### config.mk
export PLATFORM = sky130hd
export DESIGN_NAME = lut_eval_seq
export DESIGN_NICKNAME = d
export VERILOG_FILES = /design/src/rtl/lut_eval_pkg.sv /design/src/rtl/lut_cfg_loader.sv /design/src/rtl/lut_eval_seq.sv
export SDC_FILE = /design/constraint.sdc
export NUM_CORES = 1
export LEC_CHECK = 0
export ABC_CLOCK_PERIOD_IN_PS = 2450
export CAP_MARGIN = 20
export CORE_AREA = 4 4 117 119
export CTS_CLUSTER_SIZE = 40
export DETAILED_ROUTE_END_ITERATION = 10
export DIE_AREA = 0 0 121 123
export DONT_BUFFER_PORTS = 1
export GPL_TIMING_DRIVEN = 0
export HOLD_SLACK_MARGIN = 0.02
export PLACE_DENSITY_LB_ADDON = 0.12
export SLEW_MARGIN = 10
export SYNTH_ARGS = -nofsm -noshare
export SYNTH_HDL_FRONTEND = slang
export SYNTH_SLANG_ARGS = --single-unit
### constraint.sdc
create_clock -name clk -period 2.45 [get_ports clk]
set_clock_uncertainty 0.2 [all_clocks]
set_input_delay 0.1225 -clock clk [delete_from_list [all_inputs] [get_ports clk]]
set_output_delay 0.1225 -clock clk [all_outputs]
set_load 0.03 [all_outputs]
### src/rtl/lut_eval_pkg.sv
// Shared types and constants for the programmable LUT evaluator.
// Optional build macro used by this slice: CFG_PARITY_EN.
package lut_eval_pkg;

    typedef enum logic [1:0] {
        IDLE,
        LOAD,
        COMMIT
    } cfgState_t;

    localparam logic [15:0] TT_PAR4 = 16'h9669;
    localparam logic [15:0] TT_AND4 = 16'h8000;
    localparam logic [15:0] TT_OR4  = 16'hFFFE;

    function automatic int unsigned ttDepth(input int unsigned nIn);
        return 32'd1 << nIn;
    endfunction

endpackage

### src/rtl/lut_cfg_loader.sv
// Bit-serial truth-table loader: FSM, bit counter, shadow register and commit strobe.
// With CFG_PARITY_EN defined, a trailing parity bit gates the commit and drives err.
module lut_cfg_loader
    import lut_eval_pkg::*;
#(
    parameter int unsigned N_IN = 4,
    parameter int unsigned N_CH = 8,
    parameter int unsigned CH_W = 3
) (
    input  logic                        clk,
    input  logic                        rst_n,
    input  logic                        cfgStart,
    input  logic [CH_W-1:0]             cfgCh,
    input  logic                        cfgBitVld,
    input  logic                        cfgBit,
    output logic                        busy,
    output logic                        done,
`ifdef CFG_PARITY_EN
    output logic                        err,
`endif
    output logic                        commit,
    output logic [CH_W-1:0]             commitCh,
    output logic [ttDepth(N_IN)-1:0]    commitTable
);

    localparam int unsigned TT    = ttDepth(N_IN);
    localparam int unsigned CNT_W = N_IN + 1;
`ifdef CFG_PARITY_EN
    localparam logic [CNT_W-1:0] LAST_BIT = CNT_W'(TT);
`else
    localparam logic [CNT_W-1:0] LAST_BIT = CNT_W'(TT - 1);
`endif
    localparam logic [CH_W:0] CH_LIMIT = (CH_W + 1)'(N_CH);

    cfgState_t         state, stateNext;
    logic [CNT_W-1:0]  cnt, cntNext;
    logic [TT-1:0]     shadow, shadowNext;
    logic [CH_W-1:0]   chReg, chNext;
`ifdef CFG_PARITY_EN
    logic              parBit, parBitNext;
    logic              parOk;
`endif

    always_ff @(posedge clk or negedge rst_n) begin
        if (!rst_n) begin
            state  <= IDLE;
            cnt    <= '0;
            shadow <= '0;
            chReg  <= '0;
`ifdef CFG_PARITY_EN
            parBit <= 1'b0;
`endif
        end else begin
            state  <= stateNext;
            cnt    <= cntNext;
            shadow <= shadowNext;
            chReg  <= chNext;
`ifdef CFG_PARITY_EN
            parBit <= parBitNext;
`endif
        end
    end

    always_comb begin
        stateNext  = state;
        cntNext    = cnt;
        shadowNext = shadow;
        chNext     = chReg;
`ifdef CFG_PARITY_EN
        parBitNext = parBit;
`endif
        case (state)
            IDLE: begin
                if (cfgStart && ({1'b0, cfgCh} < CH_LIMIT)) begin
                    stateNext  = LOAD;
                    cntNext    = '0;
                    shadowNext = '0;
                    chNext     = cfgCh;
`ifdef CFG_PARITY_EN
                    parBitNext = 1'b0;
`endif
                end
            end
            LOAD: begin
                if (cfgBitVld) begin
`ifdef CFG_PARITY_EN
                    // Index TT is the parity slot, one past the table bits.
                    if (cnt == CNT_W'(TT))
                        parBitNext = cfgBit;
                    else
                        shadowNext[cnt[N_IN-1:0]] = cfgBit;
`else
                    shadowNext[cnt[N_IN-1:0]] = cfgBit;
`endif
                    cntNext = cnt + CNT_W'(1);
                    if (cnt == LAST_BIT)
                        stateNext = COMMIT;
                end
            end
            COMMIT:  stateNext = IDLE;
            default: stateNext = IDLE;
        endcase
    end

    always_comb begin
        busy        = (state != IDLE);
        commitCh    = chReg;
        commitTable = shadow;
`ifdef CFG_PARITY_EN
        parOk  = !((^shadow) ^ parBit);
        commit = (state == COMMIT) && parOk;
        err    = (state == COMMIT) && !parOk;
`else
        commit = (state == COMMIT);
`endif
        done = commit;
    end

endmodule

### src/rtl/lut_eval_seq.sv
// Programmable N_CH x N_IN truth-table evaluator with a registered valid/ready output.
// Build macro CFG_PARITY_EN adds a parity-checked load and the cfg_err port.
module lut_eval_seq
    import lut_eval_pkg::*;
#(
    parameter int unsigned N_IN = 4,
    parameter int unsigned N_CH = 8,
    parameter int unsigned CH_W = 3
) (
    input  logic            clk,
    input  logic            rst_n,
    input  logic            cfg_start,
    input  logic [CH_W-1:0] cfg_ch,
    input  logic            cfg_bit_vld,
    input  logic            cfg_bit,
    output logic            cfg_busy,
    output logic            cfg_done,
    input  logic            in_vld,
    output logic            in_rdy,
    input  logic [N_IN-1:0] in_vec,
    output logic            out_vld,
    input  logic            out_rdy,
    output logic [N_CH-1:0] out_vec
`ifdef CFG_PARITY_EN
    ,
    output logic            cfg_err
`endif
);

    localparam int unsigned TT = ttDepth(N_IN);

    logic [TT-1:0]   tables [N_CH];
    logic            commit;
    logic [CH_W-1:0] commitCh;
    logic [TT-1:0]   commitTable;
    logic [N_CH-1:0] evalVec;
    logic            inXfer;

    lut_cfg_loader #(
        .N_IN(N_IN),
        .N_CH(N_CH),
        .CH_W(CH_W)
    ) uLoader (
        .clk         (clk),
        .rst_n       (rst_n),
        .cfgStart    (cfg_start),
        .cfgCh       (cfg_ch),
        .cfgBitVld   (cfg_bit_vld),
        .cfgBit      (cfg_bit),
        .busy        (cfg_busy),
        .done        (cfg_done),
`ifdef CFG_PARITY_EN
        .err         (cfg_err),
`endif
        .commit      (commit),
        .commitCh    (commitCh),
        .commitTable (commitTable)
    );

    // Inputs stall while a load is in flight so no result mixes old and new tables.
    always_comb begin
        in_rdy = !cfg_busy && (!out_vld || out_rdy);
        inXfer = in_vld && in_rdy;
    end

    always_comb begin
        evalVec = '0;
        for (int unsigned k = 0; k < N_CH; k++)
            evalVec[k] = tables[k][in_vec];
    end

    always_ff @(posedge clk or negedge rst_n) begin
        if (!rst_n) begin
            for (int unsigned k = 0; k < N_CH; k++)
                tables[k] <= '0;
        end else if (commit) begin
            for (int unsigned k = 0; k < N_CH; k++)
                if (commitCh == CH_W'(k))
                    tables[k] <= commitTable;
        end
    end

    always_ff @(posedge clk or negedge rst_n) begin
        if (!rst_n) begin
            out_vld <= 1'b0;
            out_vec <= '0;
        end else if (inXfer) begin
            out_vld <= 1'b1;
            out_vec <= evalVec;
        end else if (out_rdy) begin
            out_vld <= 1'b0;
        end
    end

endmodule

After elaboration in Yosys (flattened, before gate mapping)
Index checks and enable logic that the tools add are counted.
{ "op_classes": {"n_reduce_logical": 22, "eq_ne": 13, "magnitude_cmp": 3, "muxes": 31, "addsub": 1} }
{ "ops": {"columns": ["op", "n"], "rows": [
  ["$bmux 1 s4", 8],
  ["$mux 16", 2],
  ["$pmux 16 s2", 1],
  ["$reduce_and 2->1", 9],
  ["$bwmux 16", 1],
  ["$eq 3x3->1 const B", 4],
  ["$mux 1", 11],
  ["$lt 4x5->1 const B", 2],
  ["$mux 5", 2],
  ["$pmux 5 s2", 1],
  ["$eq 3x2->1 const B", 2],
  ["$mux 2", 3],
  ["$reduce_and 3->1", 2],
  ["$reduce_bool 2->1", 3],
  ["$add 5x1->5 const B", 1],
  ["$eq 5x4->1 const B", 1],
  ["$demux 1 s4", 1],
  ["$ge 4x1->1 const B", 1],
  ["$ne 2x2->1 const B", 2],
  ["$pmux 2 s2", 1],
  ["$eq 3x1->1 const B", 1],
  ["$logic_and 1x1->1", 3],
  ["$logic_not 3->1", 1],
  ["$eq 2x1->1 const B", 1],
  ["5 further kinds", 6]
]} }
{ "totals": {"out_inout_bits": 12, "word_cells": 84, "regBits": 163} }

Longest topological paths before layout
Gate-level depths: netlist of run 1.
{ "depth": {"depth_word": 7, "ltp_mapped": 6} }

Hierarchy
Synthesis of run 1 repeated with hierarchy kept, for this count alone.
{ "unflattened": {"hier_cells": 497, "hier_area_um2": 7661.1} }
{ "modules_own_cells": {"columns": ["module", "seq_area_each_um2", "cells_each", "n_inst", "area_each_um2"], "rows": [
  ["lut_eval_seq", 3428.3, 370, 1, 6279.8],
  ["lut_cfg_loader", 650.6, 127, 1, 1381.3]
]} }

Worst setup path before layout of run 1
OpenSTA, ideal clock, no wires.
{ "synth_path": {"path_type": "flip-flop to flip-flop", "startpoint": "register uLoader.state[0]", "endpoint": "register tables[70] (netlist bit)", "path_buffers": 1, "slack_ns": 0.425, "stages_incl_launch_ff": 6, "setup_ns": 0.125, "synth_period_minus_slack_ns": 2.025, "arrival_time_ns": 1.700, "cell_sequence": "dfrtp_1 > nor2b_4 > nand2_2 > nor3b_4 > buf_4 > mux2_2"} }
{ "synth_via": {"elab_chain_cells": 2} }
{ "synth_lines": {"columns": ["element", "line_no", "source"], "rows": [
  ["start, declared", "lut_cfg_loader.sv:35", "cfgState_t state, stateNext;"],
  ["start signal, assigned", "lut_cfg_loader.sv:54", "state <= stateNext;"],
  ["$eq 2x2->1", "lut_cfg_loader.sv:114", "commit = (state == COMMIT);"],
  ["net cfg_done", "lut_eval_seq.sv:17", "output logic cfg_done,"],
  ["$reduce_and 2->1 (no line)", null, null],
  ["end signal, assigned by index", "lut_eval_seq.sv:79", "tables[k] <= commitTable;"],
  ["end, declared", "lut_eval_seq.sv:32", "logic [TT-1:0] tables [N_CH];"]
]} }
The timed path passes the listed nets, and every way through them passes these cells.
A chain may end at the register's enable or synchronous reset.

Final worst setup path of run 1
{ "layout_path": {"startpoint": "register uLoader.state[0]", "endpoint": "register tables[21] (netlist bit)"} }
Same word-level chain as after synthesis.

==> impl_metrics.env, run 1 <==
export IMPL_nFillCells=915
export IMPL_fin_nets=544
export IMPL_synth_area_leader_cell="dfrtp_1"
export IMPL_slew_violations=0
export IMPL_n_antenna_cell=0
export IMPL_seq_area_sq_um=4080
export IMPL_avgSynthCellArea_sq_um=15.2
export IMPL_drt_iter0_drc=358
export IMPL_yosysSeqAreaShare=0.545
export IMPL_fin_crit_sh=0.951
export IMPL_synth_compound_area_frac=0.0232
export IMPL_syn_inst=493
export IMPL_synth_edff_count=0
export IMPL_synth_top_cells_by_area="dfrtp_1 (54%), mux2_2 (18%), mux4_2 (9.6%)"
export IMPL_grt_pass1_vias=4581
export IMPL_grt_max_degree=164
export IMPL_root_buffer="clkbuf_16"
export IMPL_violations="hold timing"
export IMPL_cts_max_level=4
export IMPL_synthMuxAreaShare=0.335
export IMPL_stdcell_count=710
export IMPL_worstPathArrival_ns=2.43
export IMPL_cts_clk_slew_worst_paths_ns=0.06
export IMPL_rows=41
export IMPL_crit_chain="nor2b_4 -> and2b_4 -> and3_1 -> buf_2 -> buf_4 -> mux2_1"
export IMPL_critPathTopFamily="simple AND/OR/NAND/NOR gates"
export IMPL_dieHeight_um=123
export IMPL_wl_mm=16.8
export IMPL_clock_sinks=163
export IMPL_finalHoldViolCount=163
export IMPL_layout_common_cells="dfrtp_1 (162), mux2_2 (120), mux4_2 (32), mux2i_1 (31)"
export IMPL_drtAntennaViolNets=0
export IMPL_startpoint_type="flop"
export IMPL_synthArstFlopShare=1.00
export IMPL_path_class="flop to flop"
export IMPL_multi_input_area_sq_um=3260
export IMPL_die_x_um=121
export IMPL_endpoint_kind="flop"
export IMPL_max_freq_ghz=0.429
export IMPL_synth_top_area_share=0.545
export IMPL_layout_drive_gt1_share=0.401
export IMPL_netlist_area_sq_um=7490
export IMPL_viasPerCell=6.13
export IMPL_crit_required_ns=2.55
export IMPL_drv_cap=0
export IMPL_path_max_fanout=10
export IMPL_synth_main_ff_cell="dfrtp_1"
export IMPL_grt_pass1_wl_mm=26.1
export IMPL_synthDistinctLibCells=39
export IMPL_setup_violations=0
export IMPL_ir_drop_mv=0.821
export IMPL_yosys_area_share_simple=0.0653
export IMPL_crit_path_max_incr_delay_ns=0.44
export IMPL_clk_latency_ns=0.43
export IMPL_core_sq_um=12600
export IMPL_dieArea_sq_um=14900
export IMPL_antenna_found_initial=0
export IMPL_synth_seq_cells=163
export IMPL_slew_headroom=0.313
export IMPL_fin_crit_ns=2.33
export IMPL_placed_cells=665
export IMPL_synthesis_nets=512
export IMPL_dp_hpwl_mm=10.7
export IMPL_outcome="finished with violations"
export IMPL_dpl_worst_slack_ns=-0.0106
export IMPL_rsz0062_at_grt="no"
export IMPL_routedWlPerCell_um=23.7
export IMPL_io_buffers=0
export IMPL_gp_congestion=0.799
export IMPL_synth_xor_area_frac=0.00234
export IMPL_synth_top_family_by_area="multiplexers"
export IMPL_cts_tree="yes"
export IMPL_synth_warnings=0
export IMPL_crit_buf_inv=2
export IMPL_grt_overflow=0
export IMPL_layout_commonest_cell="dfrtp_1"
export IMPL_area_growth_syn_to_layout_pct=12.9
export IMPL_cts_buffer_depth=2
export IMPL_numCtsBuffers=17
export IMPL_drc=0
export IMPL_leakage_nw=4.01
export IMPL_worst_hold_slack_ns=-0.812
export IMPL_powerDensity_nw_per_um2=836
export IMPL_worst_slack_ns=0.120
export IMPL_initial_core_util=0.596
export IMPL_worstMarginPinSlew_ns=1.03
export IMPL_hold_path_class="input port to asynchronous set/reset pin"
export IMPL_dr_pass1_iters=5
export IMPL_ios=26
export IMPL_cts_hold_buf=11
export IMPL_slowest_stage="dfrtp_1"
export IMPL_synthAdderAreaFrac=0.00835
export IMPL_track_usage=0.241
export IMPL_vias=4354
metrics by stage:
stage	util	hold WS (ns)	area (sq um)	TNS [ns]	power, mW
4_1_cts	0.672	-0.815	8440	0	7.10
3_3_place_gp	0.613	-0.368	7700	0	4.26
6_report	0.673	-0.812	8460	0	7.07
5_1_grt	0.673	-0.823	8460	0	7.33
3_5_place_dp	0.613	-0.367	7700	-0.0106	4.29
2_1_floorplan	-	-0.373	7490	0	3.83
cell type report:
cell class	count	area share
repair buffers	13	0.0148
plain buffers	30	0.0173
well taps	172	0.0254
clock buffers	23	0.0553
multi-input cells	296	0.385
clock inverters	9	0.0180
inverters	4	0.00177
flip-flops and latches	163	0.482
synthesized netlist by cell type (2+ instances only):
cell and number:
buf_1 2, nand2_1 13, o221ai_1 8, buf_4 3
or2_2 2, a22o_1 6, nor4b_2 5, nor3b_4 2
dfrtp_1 163, inv_1 4, nor2_1 18, nand2b_1 4
and3_1 3, mux2_2 120, nand3b_2 2, mux2i_1 31
xnor2_1 2, and2_1 2, buf_2 12, ha_1 5
nor4b_1 8, mux2_1 11, clkbuf_1 12, nand3_1 7
a211o_1 3, mux4_2 32
cell families (layout without fill, tap and decap cells):
family                   Yosys count  in the layout
adder cells (fa/ha/maj)            5              5
flip-flops                       163            163
multiplexers                     194            194
XOR/XNOR                           2              2
AO/OA/AOI/OAI                     21             21
buffers and inverters             34             79
AND/OR/NAND/NOR                   74             74
power breakdown:
part,internal [mW],total [mW],switching [mW]
Clock,1.76,2.79,1.03
Sequential,2.89,3.41,0.526
Combinational,0.391,0.871,0.480
Total,5.04,7.07,2.04
sequential cells by signal, summed over array words and instances, names as in the netlist:
| register | flops |
|---|---|
| out_vec | 8 |
| uLoader.commitTable | 16 |
| tables | 128 |
| uLoader.state | 2 |
| uLoader.commitCh | 3 |
| uLoader.cnt | 5 |
| out_vld | 1 |
routing by layer:
metal  routed length (um)  track usage  vias up
li1                     -            -     1899
met1                 7220        0.324     2341
met2                 8490        0.397       95
met3                  846       0.0563       19
met4                  248       0.0744        0
met5                    0            0        -
what timing repair did:
item                                   in CTS  in global routing
setup endpoints to repair                   8                 26
setup buffers                               0                  2
endpoints found under the hold margin     195                163
pin swaps                                   0                  1
resized for setup                           1                  2
final timing paths:
kind	startpoint	slack (ns)	cells after the start	endpoint
worst max-delay path	uLoader.state[0]$_DFFE_PN0P_	0.12	6	tables[21]$_DFFE_PN0P_
worst min-delay path	rst_n	-0.81	0	tables[85]$_DFFE_PN0P_
worst max register to register	uLoader.state[0]$_DFFE_PN0P_	0.12	6	tables[21]$_DFFE_PN0P_
worst min register to register	tables[29]$_DFFE_PN0P_	0.29	1	tables[29]$_DFFE_PN0P_
max in group asynchronous	rst_n	2.62	0	uLoader.state[1]$_DFFE_PN0P_
min in group clk	in_vec[3]	0.06	2	out_vec[1]$_DFFE_PN0P_
No activity file was read; power rests on OpenSTA's default activity.
==> run 2, diff against run 1 <==
CORE_AREA = 4 4 122 124   (was 4 4 117 119)
CTS_BUF_LIST = sky130_fd_sc_hd__clkbuf_4 sky130_fd_sc_hd__clkbuf_8   (was not set)
DIE_AREA = 0 0 126 128   (was 0 0 121 123)
==> run 2 against run 1 <==
- the flow still finishes with violations (hold timing)
- non-clock buffer count grew 2
- register-to-register slack is essentially flat
- critical path type unchanged
- sequential power is essentially flat
- critical path depth is the same
- largest power group unchanged
- worst setup slack lost 0.0074 ns
- power shrank 13%
- clock power shrank 32%
- maximum frequency shrank 0.32%
- utilization shrank 7.4 points
- hold slack lost 0.022 ns
- global-route usage shrank 2.0 points
- first-iteration DRC count shrank 35%
- critical endpoint is now tables[26]$_DFFE_PN0P_
==> impl_metrics.env, run 2 (same netlist as run 1, synthesis figures left out) <==
export IMPL_outcome="finished with violations"
export IMPL_violations="hold timing"
export IMPL_cts_clk_slew_worst_paths_ns=0.08
export IMPL_vias=4310
export IMPL_drt_iter0_drc=231
export IMPL_antenna_found_initial=0
export IMPL_crit_chain="nor2b_4 -> and2b_4 -> and3_1 -> buf_2 -> buf_4 -> mux2_1"
export IMPL_worstPathArrival_ns=2.47
export IMPL_worst_slack_ns=0.113
export IMPL_wl_met1_mm=7.29
export IMPL_p_total_mw=6.19
export IMPL_io_buffers=0
export IMPL_pwr_share_comb=0.140
export IMPL_ir_drop_mv=0.593
export IMPL_dpl_worst_slack_ns=0.0423
export IMPL_drtAntennaViolNets=0
export IMPL_rsz0062_at_grt="no"
export IMPL_dieArea_sq_um=16100
export IMPL_worst_hold_slack_ns=-0.834
export IMPL_p_int_mw=4.22
export IMPL_setup_violations=0
export IMPL_layout_drive_gt1_share=0.407
export IMPL_startpoint_type="flop"
export IMPL_n_antenna_cell=0
export IMPL_max_freq_ghz=0.428
export IMPL_grt_max_degree=164
export IMPL_p_sw_mw=1.97
export IMPL_slew_headroom=0.371
export IMPL_slew_violations=0
export IMPL_wl_mm=16.6
export IMPL_path_class="flop to flop"
export IMPL_endpoint_kind="flop"
export IMPL_worstMarginPinSlew_ns=0.944
export IMPL_dr_pass1_iters=4
export IMPL_path_max_fanout=10
export IMPL_grt_pass1_vias=4708
export IMPL_crit_path_max_incr_delay_ns=0.47
export IMPL_wl_met2_mm=8.39
export IMPL_drc=0
export IMPL_clk_latency_ns=0.45
export IMPL_cts_hold_buf=12
export IMPL_fin_crit_ns=2.34
export IMPL_rows=43
export IMPL_leakage_nw=3.93
export IMPL_topRoutingLayerUsed="met4"
export IMPL_seqPwrFrac=0.550
export IMPL_routedWlPerCell_um=23.1
export IMPL_swShare=0.319
export IMPL_area_growth_syn_to_layout_pct=10.2
export IMPL_nFillCells=1126
export IMPL_fin_crit_sh=0.954
export IMPL_hold_path_class="input port to asynchronous set/reset pin"
export IMPL_core_sq_um=13800
export IMPL_initial_core_util=0.544
export IMPL_regMostFlops="tables"
export IMPL_wl_met3_um=755
export IMPL_placed_cells=673
export IMPL_clock_sinks=163
export IMPL_largest_reg_flops=128
export IMPL_dieHeight_um=128
export IMPL_slowest_stage="dfrtp_1"
export IMPL_die_x_um=126
export IMPL_stdcell_count=720
export IMPL_numCtsBuffers=17
export IMPL_ios=26
export IMPL_finalHoldViolCount=163
export IMPL_cts_max_level=4
export IMPL_fin_nets=546
export IMPL_track_usage=0.221
export IMPL_grt_pass1_wl_mm=26.9
export IMPL_cts_tree="yes"
export IMPL_crit_required_ns=2.58
export IMPL_powerDensity_nw_per_um2=750
export IMPL_viasPerCell=5.99
export IMPL_gp_congestion=0.773
export IMPL_layout_common_cells="dfrtp_1 (162), mux2_2 (120), mux4_2 (32), mux2i_1 (31)"
export IMPL_layout_commonest_cell="dfrtp_1"
export IMPL_dp_hpwl_mm=10.9
export IMPL_root_buffer="clkbuf_8"
export IMPL_p_clk_frac=0.309
export IMPL_cts_buffer_depth=2
export IMPL_grt_overflow=0
export IMPL_drv_cap=0
export IMPL_tns_ns=0
[run 2: final cells by class]
cell class,instances,area [sq um],area share
Sequential cell,163,4080,0.494
Inverter,4,15.0,0.00182
Multi-Input combinational cell,296,3250,0.394
Timing Repair Buffer,15,143,0.0173
Clock buffer,19,255,0.0309
Tap cell,180,225,0.0273
Clock inverter,13,135,0.0164
Buffer,30,146,0.0177
[run 2: layer usage]
| layer | GRT usage | vias up |
|---|---|---|
| met4 | 0.0580 | 0 |
| met2 | 0.364 | 80 |
| met5 | 0 | - |
| li1 | - | 1899 |
| met1 | 0.296 | 2306 |
| met3 | 0.0571 | 25 |
[run 2: stage by stage]
| step | util | cell area, sq um | hold slack, ns |
|---|---|---|---|
| floorplan | - | 7490 | -0.373 |
| global placement | 0.560 | 7710 | -0.366 |
| detailed placement | 0.560 | 7710 | -0.368 |
| CTS | 0.597 | 8230 | -0.860 |
| global route | 0.599 | 8250 | -0.876 |
| finish | 0.599 | 8250 | -0.834 |
[run 2: critical path, delay by kind of cell, from the launching register on]
kind / cells / cell delay [ns]
AND/OR/NAND/NOR: 3 / 0.77
flip-flops: 1 / 0.47
buffers and inverters: 2 / 0.45
multiplexers: 1 / 0.34
[run 2: power by group through the flow]
stage	combinational (mW)	clock, mW	sequential, mW
floorplan	0.678	0	3.15
global placement	0.815	0	3.46
detailed placement	0.835	0	3.46
CTS	0.866	1.95	3.41
global route	0.958	2.08	3.45
finish	0.867	1.91	3.41
[run 2: worst paths after layout]
path | cells after the start | to | slack (ns) | from
max | 6 | tables[26]$_DFFE_PN0P_ | 0.11 | uLoader.state[0]$_DFFE_PN0P_
min | 0 | tables[80]$_DFFE_PN0P_ | -0.83 | rst_n
max reg2reg | 6 | tables[26]$_DFFE_PN0P_ | 0.11 | uLoader.state[0]$_DFFE_PN0P_
min reg2reg | 1 | tables[28]$_DFFE_PN0P_ | 0.29 | tables[28]$_DFFE_PN0P_
max in group asynchronous | 0 | uLoader.commitTable[8]$_DFFE_PN0P_ | 2.66 | rst_n
min in group clk | 3 | uLoader.cnt[2]$_DFFE_PN0P_ | 0.06 | cfg_start
[run 2: timing repair]
action	4_1_cts	5_1_grt
buffers inserted	0	3
endpoints found under the setup margin	0	22
gates resized for setup	0	2
endpoints found under the hold margin	196	163
==> run 3, diff against run 2 <==
CORE_AREA = 10 10 128 130   (was 4 4 122 124)
DIE_AREA = 0 0 138 140   (was 0 0 126 128)
==> run 3 against run 2 <==
- the flow still finishes with violations (hold timing)
- sequential share of layout area down 0.082 points
- cell count down 0.14%
- power up 1.7%
- global-route usage down 4.2 points
- register-to-register slack about the same
- first-iteration DRC count up 9.1%
- maximum frequency up 0.44%
- hold slack about the same
- sequential power about the same
- count of clock-buffer cells in the layout up 9
- worst setup slack better by 0.010 ns
- via count down 0.39%
- critical path type unchanged
- critical endpoint is now tables[25]$_DFFE_PN0P_
- highest routed layer unchanged
==> impl_metrics.env, run 3 (same netlist as run 1, synthesis figures left out) <==
export IMPL_outcome="finished with violations"
export IMPL_violations="hold timing"
export IMPL_fin_crit_ns=2.33
export IMPL_hold_path_class="input port to asynchronous set/reset pin"
export IMPL_cts_max_level=4
export IMPL_initial_core_util=0.544
export IMPL_tns_ns=0
export IMPL_ios=26
export IMPL_drv_cap=0
export IMPL_layout_common_cells="dfrtp_1 (162), mux2_2 (120), mux4_2 (32), mux2i_1 (31), clkbuf_8 (21)"
export IMPL_dr_pass1_iters=6
export IMPL_powerDensity_nw_per_um2=761
export IMPL_worstMarginPinSlew_ns=0.968
export IMPL_p_int_mw=4.37
export IMPL_die_x_um=138
export IMPL_dp_hpwl_mm=11.1
export IMPL_crit_required_ns=2.58
export IMPL_slew_headroom=0.355
export IMPL_regMostFlops="tables"
export IMPL_gp_congestion=0.794
export IMPL_worst_r2r_setup_slack_ns=0.12
export IMPL_vias=4293
export IMPL_seqPwrFrac=0.543
export IMPL_pwr_share_comb=0.137
export IMPL_p_sw_mw=1.92
export IMPL_p_clk_frac=0.320
export IMPL_clock_sinks=163
export IMPL_rsz0062_at_grt="no"
export IMPL_ir_drop_mv=0.581
export IMPL_cts_hold_buf=12
export IMPL_core_sq_um=13800
export IMPL_path_class="flop to flop"
export IMPL_cts_clk_slew_worst_paths_ns=0.08
export IMPL_slew_violations=0
export IMPL_path_max_fanout=10
export IMPL_dieHeight_um=140
export IMPL_worst_slack_ns=0.123
export IMPL_worstPathArrival_ns=2.45
export IMPL_n_antenna_cell=0
export IMPL_finalHoldViolCount=163
export IMPL_setup_violations=0
export IMPL_fin_nets=545
export IMPL_leakage_nw=3.94
export IMPL_io_buffers=0
export IMPL_root_buffer="clkbuf_8"
export IMPL_max_freq_ghz=0.430
export IMPL_dpl_worst_slack_ns=0.0180
export IMPL_cts_tree="yes"
export IMPL_worst_hold_slack_ns=-0.834
export IMPL_area_growth_syn_to_layout_pct=10.4
export IMPL_viasPerCell=5.97
export IMPL_grt_overflow=0
export IMPL_dieArea_sq_um=19300
export IMPL_numCtsBuffers=17
export IMPL_startpoint_type="flop"
export IMPL_swShare=0.306
export IMPL_antenna_found_initial=0
export IMPL_grt_max_degree=164
export IMPL_routedWlPerCell_um=23.2
export IMPL_cts_buffer_depth=2
export IMPL_drt_iter0_drc=252
export IMPL_largest_reg_flops=128
export IMPL_grt_pass1_vias=4595
export IMPL_track_usage=0.179
export IMPL_rows=43
export IMPL_clk_latency_ns=0.45
export IMPL_fin_crit_sh=0.950
export IMPL_wl_mm=16.7
export IMPL_drtAntennaViolNets=0
export IMPL_endpoint_kind="flop"
export IMPL_grt_pass1_wl_mm=27.0
export IMPL_drc=0
export IMPL_layout_drive_gt1_share=0.406
export IMPL_layout_commonest_cell="dfrtp_1"
[run 3: power groups by stage]
stage	Sequential (mW)	Clock [mW]	Combinational, mW
after CTS	3.40	2.04	0.865
after floorplan	3.15	0	0.678
after global routing	3.45	2.18	0.957
after global placement	3.46	0	0.814
after detailed placement	3.46	0	0.834
final	3.42	2.01	0.860
[run 3: worst max-delay path: stages (launching register included)]
cell	delay [ns]
dfrtp_1	0.46
nor2b_4	0.32
and2b_4	0.24
and3_1	0.19
buf_2	0.21
buf_4	0.22
mux2_1	0.35
[run 3: stage by stage]
stage               total power, mW  cells  hold slack (ns)  instance area, sq um   util
floorplan                      3.83    493           -0.373                  7490      -
global placement               4.27    673           -0.365                  7710  0.560
detailed placement             4.29    673           -0.365                  7710  0.560
CTS                            6.31    717           -0.856                  8250  0.599
global route                   6.59    719           -0.867                  8270  0.600
finish                         6.29    719           -0.834                  8270  0.600
[run 3: path summary, 6_finish.rpt]
check                                             start                                  end  depth (start not counted)
max                        uLoader.state[0]$_DFFE_PN0P_               tables[25]$_DFFE_PN0P_                          6
min                                               rst_n               tables[16]$_DFFE_PN0P_                          0
max reg2reg                uLoader.state[0]$_DFFE_PN0P_               tables[25]$_DFFE_PN0P_                          6
min reg2reg                      tables[26]$_DFFE_PN0P_               tables[26]$_DFFE_PN0P_                          1
max in group asynchronous                         rst_n               tables[44]$_DFFE_PN0P_                          0
min in group clk                              cfg_start  uLoader.commitTable[15]$_DFFE_PN0P_                          3
[run 3: what timing repair did]
action | 4_1_cts | 5_1_grt
hold endpoints to repair | 195 | 163
gates resized for setup | 0 | 2
setup buffers | 0 | 2
endpoints found under the setup margin | 0 | 26
[run 3: per-layer routing]
layer | track usage | vias to the layer above | wire, um
met4 | 0.0450 | 0 | 108
met3 | 0.0467 | 7 | 727
li1 | - | 1905 | -
met5 | 0 | - | 0
met2 | 0.282 | 61 | 8180
met1 | 0.242 | 2320 | 7690
[run 3: final cells by class]
class	count	area (sq um)
buffer	30	146
clock buffer	28	342
clock inverter	4	70.1
fill	1084	5510
inverter	4	15.0
multi-input combinational	296	3250
sequential	163	4080
tap	180	225
timing repair buffer	14	135
